<file path="src/rtl/cpu_pkg.sv">
// Shared CPU front-end definitions: fetch FSM state type and width/reset defaults.
package cpu_pkg;

  localparam int unsigned CPU_DATA_W   = 14;
  localparam int unsigned CPU_ADDR_W   = 12;
  localparam int unsigned CPU_RESET_PC = 0;

  typedef enum logic [1:0] {
    IDLE  = 2'd0,
    FETCH = 2'd1,
    HALT  = 2'd2,
    FLUSH = 2'd3
  } fetch_state_t;

endpackage

</file>
<file path="src/rtl/fetch_fifo.sv">
// Prefetch buffer: synchronous FIFO with registered storage and a flush input.
// Read data is the head entry; it stays stable until popped.
module fetch_fifo #(
  parameter int unsigned WIDTH = 26,
  parameter int unsigned DEPTH = 4
) (
  input  logic                       clk,
  input  logic                       reset_i,
  input  logic                       flush_i,
  input  logic                       push_i,
  input  logic [WIDTH-1:0]           push_data_i,
  input  logic                       pop_i,
  output logic [WIDTH-1:0]           rd_data_o,
  output logic                       empty_o,
  output logic [$clog2(DEPTH):0]     count_o
);

  localparam int unsigned PW = $clog2(DEPTH);

  logic [WIDTH-1:0] mem_q [DEPTH];
  logic [PW-1:0]    wr_ptr_q, rd_ptr_q;
  logic [PW:0]      count_q, count_d;

  // Occupancy next-state; pop is qualified by non-empty.
  always_comb begin
    count_d = count_q;
    if (push_i)
      count_d = count_d + 1'b1;
    if (pop_i && !empty_o)
      count_d = count_d - 1'b1;
  end

  // Storage, pointers and occupancy; flush drops all entries.
  always_ff @(posedge clk) begin
    if (reset_i) begin
      for (int unsigned i = 0; i < DEPTH; i++)
        mem_q[i] <= '0;
      wr_ptr_q <= '0;
      rd_ptr_q <= '0;
      count_q  <= '0;
    end else if (flush_i) begin
      wr_ptr_q <= '0;
      rd_ptr_q <= '0;
      count_q  <= '0;
    end else begin
      if (push_i) begin
        mem_q[wr_ptr_q] <= push_data_i;
        wr_ptr_q        <= wr_ptr_q + 1'b1;
      end
      if (pop_i && !empty_o)
        rd_ptr_q <= rd_ptr_q + 1'b1;
      count_q <= count_d;
    end
  end

  assign rd_data_o = mem_q[rd_ptr_q];
  assign empty_o   = (count_q == '0);
  assign count_o   = count_q;

endmodule

</file>
<file path="src/rtl/fetch_unit.sv">
// Instruction fetch unit: credit-based ROM prefetch into a tagged FIFO.
// Optional feature macro: FETCH_UNIT_STALL_CNT_EN adds the stall_cnt output.
module fetch_unit
  import cpu_pkg::*;
#(
  parameter int unsigned DATA_W   = CPU_DATA_W,
  parameter int unsigned ADDR_W   = CPU_ADDR_W,
  parameter int unsigned DEPTH    = 4,
  parameter int unsigned ROM_LAT  = 1,
  parameter int unsigned RESET_PC = CPU_RESET_PC
) (
  input  logic              clk,
  input  logic              reset,
  output logic              rom_rd,
  output logic [ADDR_W-1:0] rom_addr,
  input  logic [DATA_W-1:0] rom_data,
  input  logic              redirect,
  input  logic [ADDR_W-1:0] redirect_pc,
  input  logic              halt,
  output logic              instr_valid,
  output logic [DATA_W-1:0] instr_data,
  output logic [ADDR_W-1:0] instr_pc,
  input  logic              instr_ready
`ifdef FETCH_UNIT_STALL_CNT_EN
  , output logic [15:0]     stall_cnt
`endif
);

  localparam int unsigned CW = $clog2(DEPTH) + 1;

  fetch_state_t      state_q, state_d;
  logic [ADDR_W-1:0] pc_q, pc_d;
  logic              rom_rd_q, rom_rd_d;
  logic [ADDR_W-1:0] rom_addr_q, rom_addr_d;
  logic [1:0]        flush_cnt_q, flush_cnt_d;
  logic [CW-1:0]     infl_q, infl_d;
  logic [ROM_LAT-1:0] pipe_v_q;
  logic [ADDR_W-1:0] pipe_a_q [ROM_LAT];

  logic              redirect_act, issue, credit_ok, push, pop, fifo_empty;
  logic [CW-1:0]     fifo_count;
  logic [ADDR_W+DATA_W-1:0] fifo_rd;

  // Redirect is ignored in IDLE and overrides everything else.
  assign redirect_act = redirect && (state_q != IDLE);
  assign credit_ok    = ({1'b0, fifo_count} + {1'b0, infl_q}) < (CW+1)'(DEPTH);
  assign issue        = (state_q == FETCH) && !halt && !redirect_act && credit_ok;
  assign push         = pipe_v_q[ROM_LAT-1] && !redirect_act;
  assign pop          = instr_valid && instr_ready && !redirect_act;

  // FSM next state, PC advance and ROM request generation.
  always_comb begin
    state_d     = state_q;
    pc_d        = pc_q;
    rom_rd_d    = 1'b0;
    rom_addr_d  = rom_addr_q;
    flush_cnt_d = flush_cnt_q;
    infl_d      = infl_q + CW'(issue) - CW'(push);
    case (state_q)
      IDLE:  state_d = FETCH;
      FETCH: if (halt) state_d = HALT;
      HALT:  if (!halt) state_d = FETCH;
      FLUSH: begin
        if (flush_cnt_q == '0)
          state_d = halt ? HALT : FETCH;
        else
          flush_cnt_d = flush_cnt_q - 1'b1;
      end
      default: state_d = IDLE;
    endcase
    if (issue) begin
      rom_rd_d   = 1'b1;
      rom_addr_d = pc_q;
      pc_d       = pc_q + 1'b1;
    end
    if (redirect_act) begin
      state_d     = FLUSH;
      pc_d        = redirect_pc;
      flush_cnt_d = 2'(ROM_LAT - 1);
      infl_d      = '0;
    end
  end

  // State, PC, ROM request and in-flight bookkeeping registers.
  always_ff @(posedge clk) begin
    if (reset) begin
      state_q     <= IDLE;
      pc_q        <= ADDR_W'(RESET_PC);
      rom_rd_q    <= 1'b0;
      rom_addr_q  <= ADDR_W'(RESET_PC);
      flush_cnt_q <= '0;
      infl_q      <= '0;
    end else begin
      state_q     <= state_d;
      pc_q        <= pc_d;
      rom_rd_q    <= rom_rd_d;
      rom_addr_q  <= rom_addr_d;
      flush_cnt_q <= flush_cnt_d;
      infl_q      <= infl_d;
    end
  end

  // Return tracker aligned to the ROM latency; clearing the valid bits on
  // redirect/reset discards every older word without a separate drop counter.
  always_ff @(posedge clk) begin
    if (reset) begin
      pipe_v_q <= '0;
      for (int unsigned i = 0; i < ROM_LAT; i++)
        pipe_a_q[i] <= '0;
    end else begin
      pipe_v_q[0] <= rom_rd_q && !redirect_act;
      pipe_a_q[0] <= rom_addr_q;
      for (int unsigned i = 1; i < ROM_LAT; i++) begin
        pipe_v_q[i] <= pipe_v_q[i-1] && !redirect_act;
        pipe_a_q[i] <= pipe_a_q[i-1];
      end
    end
  end

  fetch_fifo #(
    .WIDTH (ADDR_W + DATA_W),
    .DEPTH (DEPTH)
  ) u_fifo (
    .clk         (clk),
    .reset_i     (reset),
    .flush_i     (redirect_act),
    .push_i      (push),
    .push_data_i ({pipe_a_q[ROM_LAT-1], rom_data}),
    .pop_i       (pop),
    .rd_data_o   (fifo_rd),
    .empty_o     (fifo_empty),
    .count_o     (fifo_count)
  );

  assign rom_rd      = rom_rd_q;
  assign rom_addr    = rom_addr_q;
  assign instr_valid = !fifo_empty;
  assign instr_pc    = fifo_rd[ADDR_W+DATA_W-1:DATA_W];
  assign instr_data  = fifo_rd[DATA_W-1:0];

`ifdef FETCH_UNIT_STALL_CNT_EN
  logic [15:0] stall_q;

  // Saturating count of FETCH cycles where only missing credit blocks issue.
  always_ff @(posedge clk) begin
    if (reset || redirect_act)
      stall_q <= '0;
    else if ((state_q == FETCH) && !halt && !credit_ok && (stall_q != '1))
      stall_q <= stall_q + 1'b1;
  end

  assign stall_cnt = stall_q;
`endif

endmodule

</file>
<file path="config.mk">
export PLATFORM = sky130hd
export DESIGN_NAME = fetch_unit
export DESIGN_NICKNAME = d
export VERILOG_FILES = /design/src/rtl/cpu_pkg.sv /design/src/rtl/fetch_fifo.sv /design/src/rtl/fetch_unit.sv
export SDC_FILE = /design/constraint.sdc
export NUM_CORES = 1
export LEC_CHECK = 0
export ABC_CLOCK_PERIOD_IN_PS = 2900
export BUFFER_PORTS_ARGS = -buffer_cell sky130_fd_sc_hd__buf_2
export CORE_ASPECT_RATIO = 1.4
export CORE_MARGIN = 4
export CORE_UTILIZATION = 40
export CTS_CLUSTER_DIAMETER = 150
export CTS_CLUSTER_SIZE = 24
export DETAILED_ROUTE_END_ITERATION = 8
export GPL_TIMING_DRIVEN = 1
export SLEW_MARGIN = 20
export SYNTH_ARGS = -nofsm -noshare
export SYNTH_HDL_FRONTEND = slang
export SYNTH_SLANG_ARGS = --single-unit
</file>
<file path="constraint.sdc">
create_clock -name clk -period 2.9 [get_ports clk]
set_input_delay 0.145 -clock clk [delete_from_list [all_inputs] [get_ports clk]]
set_output_delay 0.145 -clock clk [all_outputs]
set_load 0.005 [all_outputs]
</file>
### Word level (Yosys, flattened, before mapping)

Memory sizes are Yosys's and may differ from the RTL's. A register that Yosys moved wholly into a read port is not among the register bits.
Index checks and enable logic that the tools add are counted.
Widths: inputs -> output; s select.

| cells by class | value |
|---|---|
| equal/unequal tests | 6 |
| bitwise operators | 1 |
| $add $sub $neg | 9 |
| muxes and demuxes | 25 |
| reduce and logical (&&, ||, !) cells | 22 |
| $lt $le $gt $ge | 1 |

Operators with widths:

| kind | count |
|---|---|
| $mux 12 | 3 |
| $mux 26 | 1 |
| $reduce_or 26->1 | 1 |
| $mux 2 | 8 |
| $add 12x1->12 const B | 1 |
| $reduce_or 12->1 | 1 |
| $mux 1 | 10 |
| $logic_and 1x1->1 | 9 |
| $ne 3x3->1 const B | 3 |
| $pmux 2 s4 | 1 |
| $mux 3 | 2 |
| $add 2x1->2 const B | 2 |
| $add 3x3->4 | 1 |
| $eq 2x2->1 const B | 2 |
| $logic_not 2->1 | 2 |
| $lt 4x3->1 const B | 1 |
| $reduce_bool 2->1 | 2 |
| $add 3x1->3 | 1 |
| $add 3x1->3 const B | 1 |
| $logic_not 1->1 | 3 |
| $logic_not 3->1 | 1 |
| $reduce_and 3->1 | 1 |
| $sub 3x1->3 | 1 |
| $sub 3x1->3 const B | 1 |
| 5 further kinds | 5 |

| word-level totals | value |
|---|---|
| bits in writable memories | 116 |
| output and inout bits | 40 |
| bits in registers | 40 |
| memories kept | 2 |
| input bits | 31 |

Memories:

| memory | words | width | read ports | clocked after Yosys merged registers in | write ports | line | RTL |
|---|---|---|---|---|---|---|---|
| u_fifo.mem_q | 4 | 26 | 1 | 1 | 4 | fetch_fifo.sv:20 | `logic [WIDTH-1:0] mem_q [DEPTH];` |
| pipe_a_q | 1 | 12 | 1 | 0 | 1 | fetch_unit.sv:38 | `logic [ADDR_W-1:0] pipe_a_q [ROM_LAT];` |

### Longest topological paths before layout

Gate-level depths: netlist of run 1.

| depth | value |
|---|---|
| depth after elaboration | 10 |
| gate-level depth with buffers | 14 |
| mapped depth without buffers | 11 |

### Hierarchy

From an unflattened synthesis of run 1, not the netlist that was laid out.

| second synthesis, totals | value |
|---|---|
| cell total of the unflattened synthesis | 499 |
| area total of the unflattened synthesis | 6801.5 um^2 |

By module, submodules not included:

| module | times used | area an instance (um^2) | cells each |
|---|---|---|---|
| fetch_fifo | 1 | 4962.3 | 310 |
| fetch_unit | 1 | 1839.3 | 189 |

### Worst setup path after synthesis of run 1

OpenSTA, ideal clock, no wires.

| path | value |
|---|---|
| kind | reg2reg |
| from | register u_fifo.wr_ptr_q[1] |
| to | memory u_fifo.mem_q[0][0], enable pin |
| arrival time | 2804 ps |
| stages on the path, launching flop included | 4 |
| path slack | -354 ps |
| library setup time | 449 ps |
| required time | 2451 ps |
| buffers on the path | 1 |
| cell sequence | dfxtp_1 or2_2 clkbuf_1 o31ai_1 |

RTL lines:

| element | line | RTL |
|---|---|---|
| start, declared | fetch_fifo.sv:21 | `logic [PW-1:0] wr_ptr_q, rd_ptr_q;` |
| start signal, assigned | fetch_fifo.sv:48 | `wr_ptr_q <= wr_ptr_q + 1'b1;` |
| end, declared | fetch_fifo.sv:20 |  |

### Worst setup path after layout of run 1

| path | value |
|---|---|
| from | register u_fifo.count_q[2] (netlist: u_fifo.count_o[2]) |
| to | register infl_q[2] |

| between the ends | value |
|---|---|
| cells in the longest elaborated chain, start to end | 5 |

Ends and longest elaborated chain:

| element | line | RTL |
|---|---|---|
| start, declared | fetch_fifo.sv:22 | `logic [PW:0] count_q, count_d;` |
| start signal, assigned | fetch_fifo.sv:52 | `count_q <= count_d;` |
| $add 3x3->4 | fetch_unit.sv:46 | `assign credit_ok = ({1'b0, fifo_count} + {1'b0, infl_q}) < (CW+1)'(DEPTH);` |
| $lt 4x3->1 | fetch_unit.sv:46 |  |
| $logic_and 1x1->1 | fetch_unit.sv:47 | `assign issue = (state_q == FETCH) && !halt && !redirect_act && credit_ok;` |
| $add 3x1->3 | fetch_unit.sv:58 | `infl_d = infl_q + CW'(issue) - CW'(push);` |
| $sub 3x1->3 | fetch_unit.sv:58 |  |
| end signal, assigned | fetch_unit.sv:99 | `infl_q <= infl_d;` |
| end, declared | fetch_unit.sv:36 | `logic [CW-1:0] infl_q, infl_d;` |

No other way between the ends.
A chain may end at the register's enable or synchronous reset.

==> results of run 1 <==
-- logic make-up (layout without fill, tap and decap cells) --
logic type / after synthesis / after routing
xor+xnor: 12 / 12
fa+ha+maj: 10 / 10
flops: 158 / 158
buf+inv: 66 / 153
simple gates: 196 / 196
mux: 27 / 27
compound gates: 48 / 48
-- report_power, final --
group,total [mW],internal (mW),switching (mW)
logic,0.233,0.101,0.132
clock network,2.14,1.22,0.921
registers,2.52,2.48,0.0452
-- metrics by stage --
step                utilization [%]  TNS [ns]  cell area [sq um]  hold slack [ns]  total power [mW]
CTS                            47.8         0               7700          0.00208              4.94
global route                   47.8         0               7700          0.00749              5.08
finish                         47.8         0               7700           0.0122              4.90
floorplan                         -    -12.19               6540            0.228              2.69
global placement               44.3         0               7140            0.443              2.80
detailed placement             44.3         0               7140            0.444              2.81
-- sequential cells by signal, summed over array words and instances, names as in the netlist, named ones only --
name,count
pc_q,12
flush_cnt_q,2
u_fifo.mem_q,104
u_fifo.count_o,3
rom_addr,12
state_q,2
u_fifo.wr_ptr_q,2
u_fifo.rd_ptr_q,2
pipe_v_q,1
pipe_a_q,12
rom_rd,1
infl_q,3
-- worst max-delay path: cells and delay by family, from the launching register on --
family	cells	cell delay (ns)
adder cells (fa/ha/maj)	4	1.09
AND/OR/NAND/NOR	3	0.70
flip-flops	1	0.38
XOR/XNOR	2	0.32
buffers and inverters	2	0.08
-- cell type report --
class,instances,area (sq um)
Fill cell,1469,8400
Sequential cell,158,4210
Multi-Input combinational cell,293,2090
Timing Repair Buffer,83,448
Clock buffer,19,443
Tap cell,199,249
Inverter,38,145
Clock inverter,13,121
-- how the worst max path moves through the flow --
stage               cells past startpoint               from                 end  slack [ns]
global placement                       11  u_fifo.count_o[2]           infl_q[2]        0.27
CTS                                    11  u_fifo.count_o[2]           infl_q[2]        0.21
floorplan                               3         state_q[1]  u_fifo.mem_q[1][0]       -0.23
global route                           11  u_fifo.count_o[2]           infl_q[2]        0.11
detailed placement                     11  u_fifo.count_o[2]           infl_q[2]        0.23
finish                                 11  u_fifo.count_o[2]           infl_q[2]        0.22
-- per-layer routing --
metal  global-route usage, %  wire, um  vias up  share of wire [%]
li1                        -         -     1982                  -
met1                    19.0      5650     2048                 41
met2                    27.0      7350       98                 53
met3                    3.73       644       12                4.7
met4                    5.01       195        0                1.4
met5                       0         0        -                  0
-- Yosys cell counts (5+ instances only) --
| cell | count |
|---|---|
| edfxtp_1 | 104 |
| nor2_1 | 95 |
| dfxtp_1 | 54 |
| nand2_1 | 45 |
| inv_1 | 37 |
| mux4_2 | 26 |
| clkbuf_1 | 21 |
| nor2b_1 | 14 |
| and3_1 | 11 |
| o21ai_0 | 11 |
| o22a_1 | 10 |
| ha_1 | 9 |
| nand3_1 | 7 |
| xnor2_1 | 7 |
| or3_1 | 6 |
| a21oi_1 | 5 |
| o31ai_1 | 5 |
==> impl_metrics.toml, run 1 <==
[run_status]
status = "completed"

[synthesis]
synthXorXnorAreaFrac_pct = 1.82
synth-seq-cells = 158
synthSimpleGateAreaFrac_pct = 13.5
synth_area_leaders = "edfxtp_1, dfxtp_1, mux4_2"
syn-num-nets = 558
yosys.area.top_type_share_pct = 47.8
synth_top_family_by_area = "simple AND/OR/NAND/NOR gates"
synth_top_area_cell = "edfxtp_1"
synthAdderAreaFrac_pct = 2.03
syn_area_sq_um = 6530
synth-edff-count = 104
yosysWarningCount = 0
ys_types = 42
netlist_instances = 517
async_flop_share_pct = 0
synth-main-ff-cell = "edfxtp_1"
yosysSeqAreaShare_pct = 64.4
muxShareOfSynthArea_pct = 9.12
syn_area_per_cell_sq_um = 12.6
synth_compound_area_share_pct = 5.14

[global_route]
grt_max_degree = 33
antenna_found_initial = 0
grt_use_total_pct = 15.6
grt_pass1_wl_um = 22400
grt.overflow.total = 0
grt_pass1_vias = 4392

[die]
fp.dieH_um = 159
core_sq_um = 16100
die-area_sq_um = 18500
rows = 55
floorplan.initialDensity_pct = 40.6
io_pins = 71
die_w_um = 116

[critical_path]
worst_setup_path_start_kind = "register"
cpMostUsedCell = "ha_1"
rr_worst_depth = 11
cp_cell_sequence = "ha_1, nor4_2, and3_1, inv_4, ha_1, inv_1, ha_1, fa_1, xnor2_1, xnor2_1, nor2_1"
arrival_ns = 2.97
critPathMaxFanout = 5
critical_path_class = "reg2reg"
slowest_delay_ns = 0.38
end_kind = "register"
r2r_slack_ns = 0.22
cp_slowest_cell = "dfxtp_1"
rr_endpoint = "infl_q[2]"
crit_required_ns = 3.19
reg2reg_from = "u_fifo.count_o[2]"

[cts]
clock_latency_ns = 0.41
cts_tree = "done"
hold_buffers = 0
cts_buffer_depth = 2
clock-root-buffer = "clkbuf_16"
cts_setup_buffers = 0
numCtsBuffers = 17
clkTransAtPathRegs_ns = 0.07
ctsHtreeMaxLevel = 4
post_cts_resized = 0
cts_sinks = 158

[timing]
clock_skew_ns = 0.00920
tightestPinTransition_ns = 0.708
finalMaxSlewViolations = 0
period_needed_ns = 2.68
fmax_mhz = 373
rsz0062_at_grt = "false"
timing.final.crit_share_pct = 92.3
hold_violations = 0
setup_violations = 0
relSlewSlack_pct = 52.8
worst_slack_ns = 0.222

[placed_design]
port_buffers = 70
dpl.cell_count = 771
hpwlAfterDp_um = 8680
pre_cts_ws_ns = 0.231
gp_congestion = 0.755

[detailed_routing]
post_drt_wl_per_cell_um = 17.2
vias_per_cell = 5.16
dr.pass1.iters = 4
vias = 4140
drc = 0
routed_wl_um = 13800
ant_nets = 0
drt_iter0_markers = 258

[layout]
layout.nets = 632
antenna_cells = 0
final_cell_mix = "edfxtp_1, nor2_1, buf_2"
area_growth_pct = 18.0
final_cells = 803
drive_gt1_share_pct = 24.7
layout_commonest_cell = "edfxtp_1"

[power_and_ir_drop]
irDropWorstVdd_mv = 0.406
power_density_nw_per_um2 = 636
p_leak_nw = 3.12

[job]
drv_cap = 0

[hold_path]
hp-class = "in2reg"
worstHoldPathCells = 3
min_to = "pc_q[2]"
hp-start = "redirect_pc[2]"
(Power assumes the default switching activity.)
==> run 2: changes to the inputs <==
--- a/config.mk
+++ b/config.mk
@@ -17,4 +17,5 @@
 export SLEW_MARGIN = 20
 export SYNTH_ARGS = -nofsm -noshare
 export SYNTH_HDL_FRONTEND = slang
+export SYNTH_HIERARCHICAL = 1
 export SYNTH_SLANG_ARGS = --single-unit
==> run 2 against run 1 <==
Effect of this change:
- largest power group unchanged
- register-to-register slack improved by 0.12 ns
- non-clock buffer count rose by 9
- sequential cell count did not move
- total power rose by 2.3%
- clock power rose by 6%
==> impl_metrics.toml, run 2 <==
[synthesis]
muxShareOfSynthArea_pct = 8.90
synth-edff-count = 104
async_flop_share_pct = 0
synth_compound_area_share_pct = 5.52
synth.most_common_cell = "edfxtp_1"
synth_top_family_by_area = "simple AND/OR/NAND/NOR gates"
synth-main-ff-cell = "edfxtp_1"
syn_area_per_cell_sq_um = 13.6
synthAdderAreaFrac_pct = 1.95
yosys-top-cells-count = "edfxtp_1, and2_1, dfxtp_1"
yosysSeqAreaShare_pct = 61.8
netlist_instances = 499
synth-seq-cells = 158
ys_types = 46
yosysWarningCount = 6
yosys.area.top_type_share_pct = 45.9
synthSimpleGateAreaFrac_pct = 17.5
syn-num-nets = 540
synth_top_area_cell = "edfxtp_1"
syn_area_sq_um = 6800
synth_area_leaders = "edfxtp_1, dfxtp_1, mux4_2"
synthXorXnorAreaFrac_pct = 0.901

[detailed_routing]
ant_nets = 0
post_drt_wl_per_cell_um = 17.7
drc = 0
drt_iter0_markers = 242
vias = 4198
vias_per_cell = 5.29
dr.pass1.iters = 4
routed_wl_um = 14000

[run_status]
status = "completed"

[critical_path]
rr_endpoint = "infl_q[2]"
worst_setup_path_start_kind = "register"
critical_path_class = "reg2reg"
end_kind = "register"
r2r_slack_ns = 0.34
rr_worst_depth = 11
cp-startpoint = "infl_q[2]"
reg2reg_from = "infl_q[2]"
critPathMaxFanout = 5
crit_required_ns = 3.19
arrival_ns = 2.85

[timing]
clock_skew_ns = 0.00504
hold_violations = 0
period_needed_ns = 2.56
tightestPinTransition_ns = 0.425
fmax_mhz = 391
fin_hold_ws_ns = 0.0269
relSlewSlack_pct = 71.7
setup_violations = 0
rsz0062_at_grt = "false"
timing.final.crit_share_pct = 88.2
finalSetupTns_ns = 0
finalMaxSlewViolations = 0

[global_route]
grt.overflow.total = 0
grt_max_degree = 35
antenna_found_initial = 1
grt_pass1_wl_um = 22700
grt_use_total_pct = 15.2
grt_pass1_vias = 4391

[layout]
nFillCells = 1441
layout.nets = 618
post-route-util_pct = 48.0
regArea_sq_um = 4210
multiInputGateArea_sq_um = 2360
area_growth_pct = 18.3
largest_reg_flops = 104
final_cell_mix = "edfxtp_1, and2_1, buf_2"
final_design_area_no_fill_sq_um = 8050
layout_commonest_cell = "edfxtp_1"
drive_gt1_share_pct = 25.4
regMostFlops = "u_fifo/mem_q"

[cts]
clock-root-buffer = "clkbuf_16"
numCtsBuffers = 17
cts_buffer_depth = 2
cts_tree = "done"
clkTransAtPathRegs_ns = 0.06
clock_latency_ns = 0.41
cts_setup_buffers = 0
cts_sinks = 158
ctsHtreeMaxLevel = 4

[die]
die-area_sq_um = 19200
core_sq_um = 16700
io_pins = 71
floorplan.initialDensity_pct = 40.6
die_w_um = 118
rows = 56
fp.dieH_um = 162

[hold_path]
min_to = "pc_q[4]"
hp-start = "redirect_pc[4]"
hp-class = "in2reg"
worstHoldPathCells = 3

[power_and_ir_drop]
p_comb_share_pct = 4.7
clock_power_share_pct = 45.1
p_leak_nw = 3.16
seq_power_share_pct = 50.2
power_density_nw_per_um2 = 622
switching_power_mw = 0.994
p_int_mw = 4.01
swShare_pct = 19.9
irDropWorstVdd_mv = 0.314

[placed_design]
hpwlAfterDp_um = 8740
place_area_sq_um = 7410
gp_congestion = 0.772
port_buffers = 70

[job]
drv_cap = 0
-- run 2: cell types whose count changed in the layout (fill, tap and decap cells not counted), moves of 5 or more --
| cell | before | now |
|---|---|---|
| inv_6 | 6 | 0 |
| and2_1 | 0 | 82 |
| nor2_1 | 95 | 23 |
| inv_1 | 37 | 12 |
| nand2_1 | 45 | 11 |
| and3_1 | 11 | 30 |
| or4_1 | 3 | 8 |
-- run 2: how the worst max path moves through the flow --
stage                              end  slack (ns)  cells past startpoint
floorplan           u_fifo/mem_q[0][0]      0.0007                      7
finish                       infl_q[2]        0.34                     11
global route                 infl_q[2]        0.12                     11
global placement             infl_q[2]        0.40                     11
CTS                          infl_q[2]        0.31                     11
detailed placement           infl_q[2]        0.31                     11
-- run 2: layout make-up --
class | count | area share [%]
diodes | 1 | 0.0311
clock buffers | 25 | 6.16
clock inverters | 7 | 1.37
inverters | 14 | 0.684
multi-input cells | 294 | 29.4
flip-flops and latches | 158 | 52.3
well taps | 203 | 3.16
repair buffers | 92 | 6.97
-- run 2: cells by family (layout without fill, tap and decap cells) --
group           count (synthesis)  count (layout)
flops                         158             158
fa+ha+maj                      10              10
other cells                     0               1
compound gates                 52              52
mux                            28              28
simple gates                  197             197
xor+xnor                        7               7
buf+inv                        47             138
-- run 2: stage by stage --
step | setup WS, ns | power, mW | std cells
3_5_place_dp | 0.312 | 2.80 | 758
4_1_cts | 0.315 | 5.06 | 793
5_1_grt | 0.116 | 5.18 | 794
2_1_floorplan | 0.000723 | 2.68 | 499
3_3_place_gp | 0.402 | 2.79 | 758
6_report | 0.341 | 5.01 | 794
-- run 2: layer usage --
layer  global-route usage, %  wire [um]
met1                    18.3       5970
met2                    25.9       7010
met3                    3.87        773
met4                    6.35        281
met5                       0          0
-- run 2: what timing repair did --
item | 4_1_cts | 5_1_grt
gates resized for setup | 0 | 0
endpoints found under the hold margin | 3 | 0
hold buffers | 3 | 0
-- run 2: worst max-delay path: stages, from the launching register on --
cell,delay [ns]
dfxtp_1,0.33
ha_1,0.29
nor3b_1,0.15
and3_1,0.34
inv_4,0.05
ha_1,0.27
inv_1,0.04
ha_1,0.18
fa_1,0.38
xnor2_1,0.22
xnor2_1,0.14
nor3_1,0.06
-- run 2: power by group through the flow --
stage               clock network, mW  logic, mW  registers [mW]
floorplan                           0      0.134            2.55
global placement                    0      0.231            2.56
detailed placement                  0      0.235            2.56
CTS                              2.30      0.239            2.52
global route                     2.39      0.261            2.52
finish                           2.26      0.235            2.52
==> run 3: changes to the inputs <==
--- a/config.mk
+++ b/config.mk
@@ -7,7 +7,7 @@
 export LEC_CHECK = 0
 export ABC_CLOCK_PERIOD_IN_PS = 2900
 export BUFFER_PORTS_ARGS = -buffer_cell sky130_fd_sc_hd__buf_2
-export CORE_ASPECT_RATIO = 1.4
+export CORE_ASPECT_RATIO = 2
 export CORE_MARGIN = 4
 export CORE_UTILIZATION = 40
 export CTS_CLUSTER_DIAMETER = 150
==> run 3 against run 2 <==
Effect of this change:
- critical path type unchanged
- sequential share of layout area is 0.20 points higher
- largest cell class unchanged
- clock power down 5%
- via count grew 2.0%
- non-clock buffer count grew 3
- global-route usage rose by 0.84 points
- wire length up 3.8%
- sequential cell count stayed put
==> impl_metrics.toml, run 3 (synthesis results as in run 2) <==
[timing]
finalMaxSlewViolations = 0
rsz0062_at_grt = "false"
relSlewSlack_pct = 63.7
worst_slack_ns = 0.283
clock_skew_ns = 0.00750
finalSetupTns_ns = 0
timing.final.crit_share_pct = 90.3
fmax_mhz = 382
setup_violations = 0
fin_hold_ws_ns = 0.0186
period_needed_ns = 2.62
hold_violations = 0
tightestPinTransition_ns = 0.544

[layout]
regMostFlops = "u_fifo/mem_q"
regArea_sq_um = 4210
largest_reg_flops = 104
layout_commonest_cell = "edfxtp_1"
final_cell_mix = "edfxtp_1, and2_1, buf_2"
layout.nets = 621
nFillCells = 1503
drive_gt1_share_pct = 25.5
multiInputGateArea_sq_um = 2360
antenna_cells = 0
area_growth_pct = 17.8

[detailed_routing]
wirelength_met1_um = 5360
met2_wirelength_um = 8300
drc = 0
wl_met3_um = 575
vias = 4281
routed_wl_um = 14600
ant_nets = 0
vias_per_cell = 5.35
dr.pass1.iters = 4
drt_iter0_markers = 247
post_drt_wl_per_cell_um = 18.2
top_layer_used = "met4"

[hold_path]
worstHoldPathCells = 3
hp-class = "in2reg"

[die]
die-area_sq_um = 19300
rows = 67
io_pins = 71
die_w_um = 100
floorplan.initialDensity_pct = 40.6
fp.dieH_um = 192
core_sq_um = 16800

[power_and_ir_drop]
switching_power_mw = 1.07
swShare_pct = 21.8
irDropWorstVdd_mv = 0.433
p_comb_share_pct = 4.8
power_density_nw_per_um2 = 610
seq_power_share_pct = 51.5
clock_power_share_pct = 43.8
p_leak_nw = 3.14
p_int_mw = 3.82

[global_route]
grt_pass1_wl_um = 23500
grt_pass1_vias = 4551
antenna_found_initial = 0
grt_max_degree = 34
grt_use_total_pct = 16.0
grt.overflow.total = 0

[cts]
clock_latency_ns = 0.42
cts_tree = "done"
cts_buffer_depth = 2
ctsHtreeMaxLevel = 4
cts_sinks = 158
numCtsBuffers = 17
clkTransAtPathRegs_ns = 0.06
clock-root-buffer = "clkbuf_16"

[run_status]
status = "completed"

[placed_design]
hpwlAfterDp_um = 9880
pre_cts_ws_ns = 0.254
port_buffers = 70
gp_congestion = 0.777

[critical_path]
crit_required_ns = 3.20
rr_worst_depth = 11
end_kind = "register"
critical_path_class = "reg2reg"
arrival_ns = 2.91
worst_setup_path_start_kind = "register"
critPathMaxFanout = 5

[job]
drv_cap = 0
## run 3: metrics by stage
stage               power [mW]  util, %  cell area, sq um  std cells
detailed placement        2.80     44.0              7380        762
global placement          2.79     44.0              7380        762
CTS                       4.95     47.8              8020        800
global route              5.08     47.8              8020        800
finish                    4.89     47.8              8020        800
floorplan                 2.68        -              6800        499
## run 3: critical path: stages (launching register included)
cell and delay [ns]:
dfxtp_1 0.33, ha_1 0.30, nor3b_1 0.18, and3_1 0.35
inv_4 0.05, ha_1 0.28, inv_1 0.04, ha_1 0.18
fa_1 0.37, xnor2_1 0.21, xnor2_1 0.15, nor3_1 0.06
## run 3: area by class of cell
cell class / count / share of cell area [%]
repair buffers: 95 / 6.90
multi-input cells: 294 / 29.5
well taps: 207 / 3.23
inverters: 14 / 0.687
flip-flops and latches: 158 / 52.5
clock inverters: 11 / 0.921
clock buffers: 21 / 6.29
## run 3: layer usage
| layer | up-vias | GRT usage [%] |
|---|---|---|
| li1 | 2008 | - |
| met1 | 2146 | 17.0 |
| met2 | 106 | 30.0 |
| met3 | 21 | 3.80 |
| met4 | 0 | 6.18 |
| met5 | - | 0 |
## run 3: power groups by stage
stage / clock (mW) / sequential (mW) / combinational [mW]
after floorplan: 0 / 2.55 / 0.134
after global placement: 0 / 2.56 / 0.228
after detailed placement: 0 / 2.57 / 0.231
after CTS: 2.19 / 2.52 / 0.238
after global routing: 2.30 / 2.53 / 0.259
final: 2.14 / 2.52 / 0.233
## run 3: final timing paths
kind	startpoint	slack, ns	endpoint
min reg2reg	rom_rd	0.46	pipe_v_q
min	redirect_pc[5]	0.02	pc_q[5]
max	infl_q[2]	0.28	infl_q[2]
max reg2reg	infl_q[2]	0.28	infl_q[2]
## run 3: repair_timing
item                      4_1_cts  5_1_grt
buffers inserted                0        0
resized for setup               0        0
hold buffers                    6        0
hold endpoints to repair        6        0
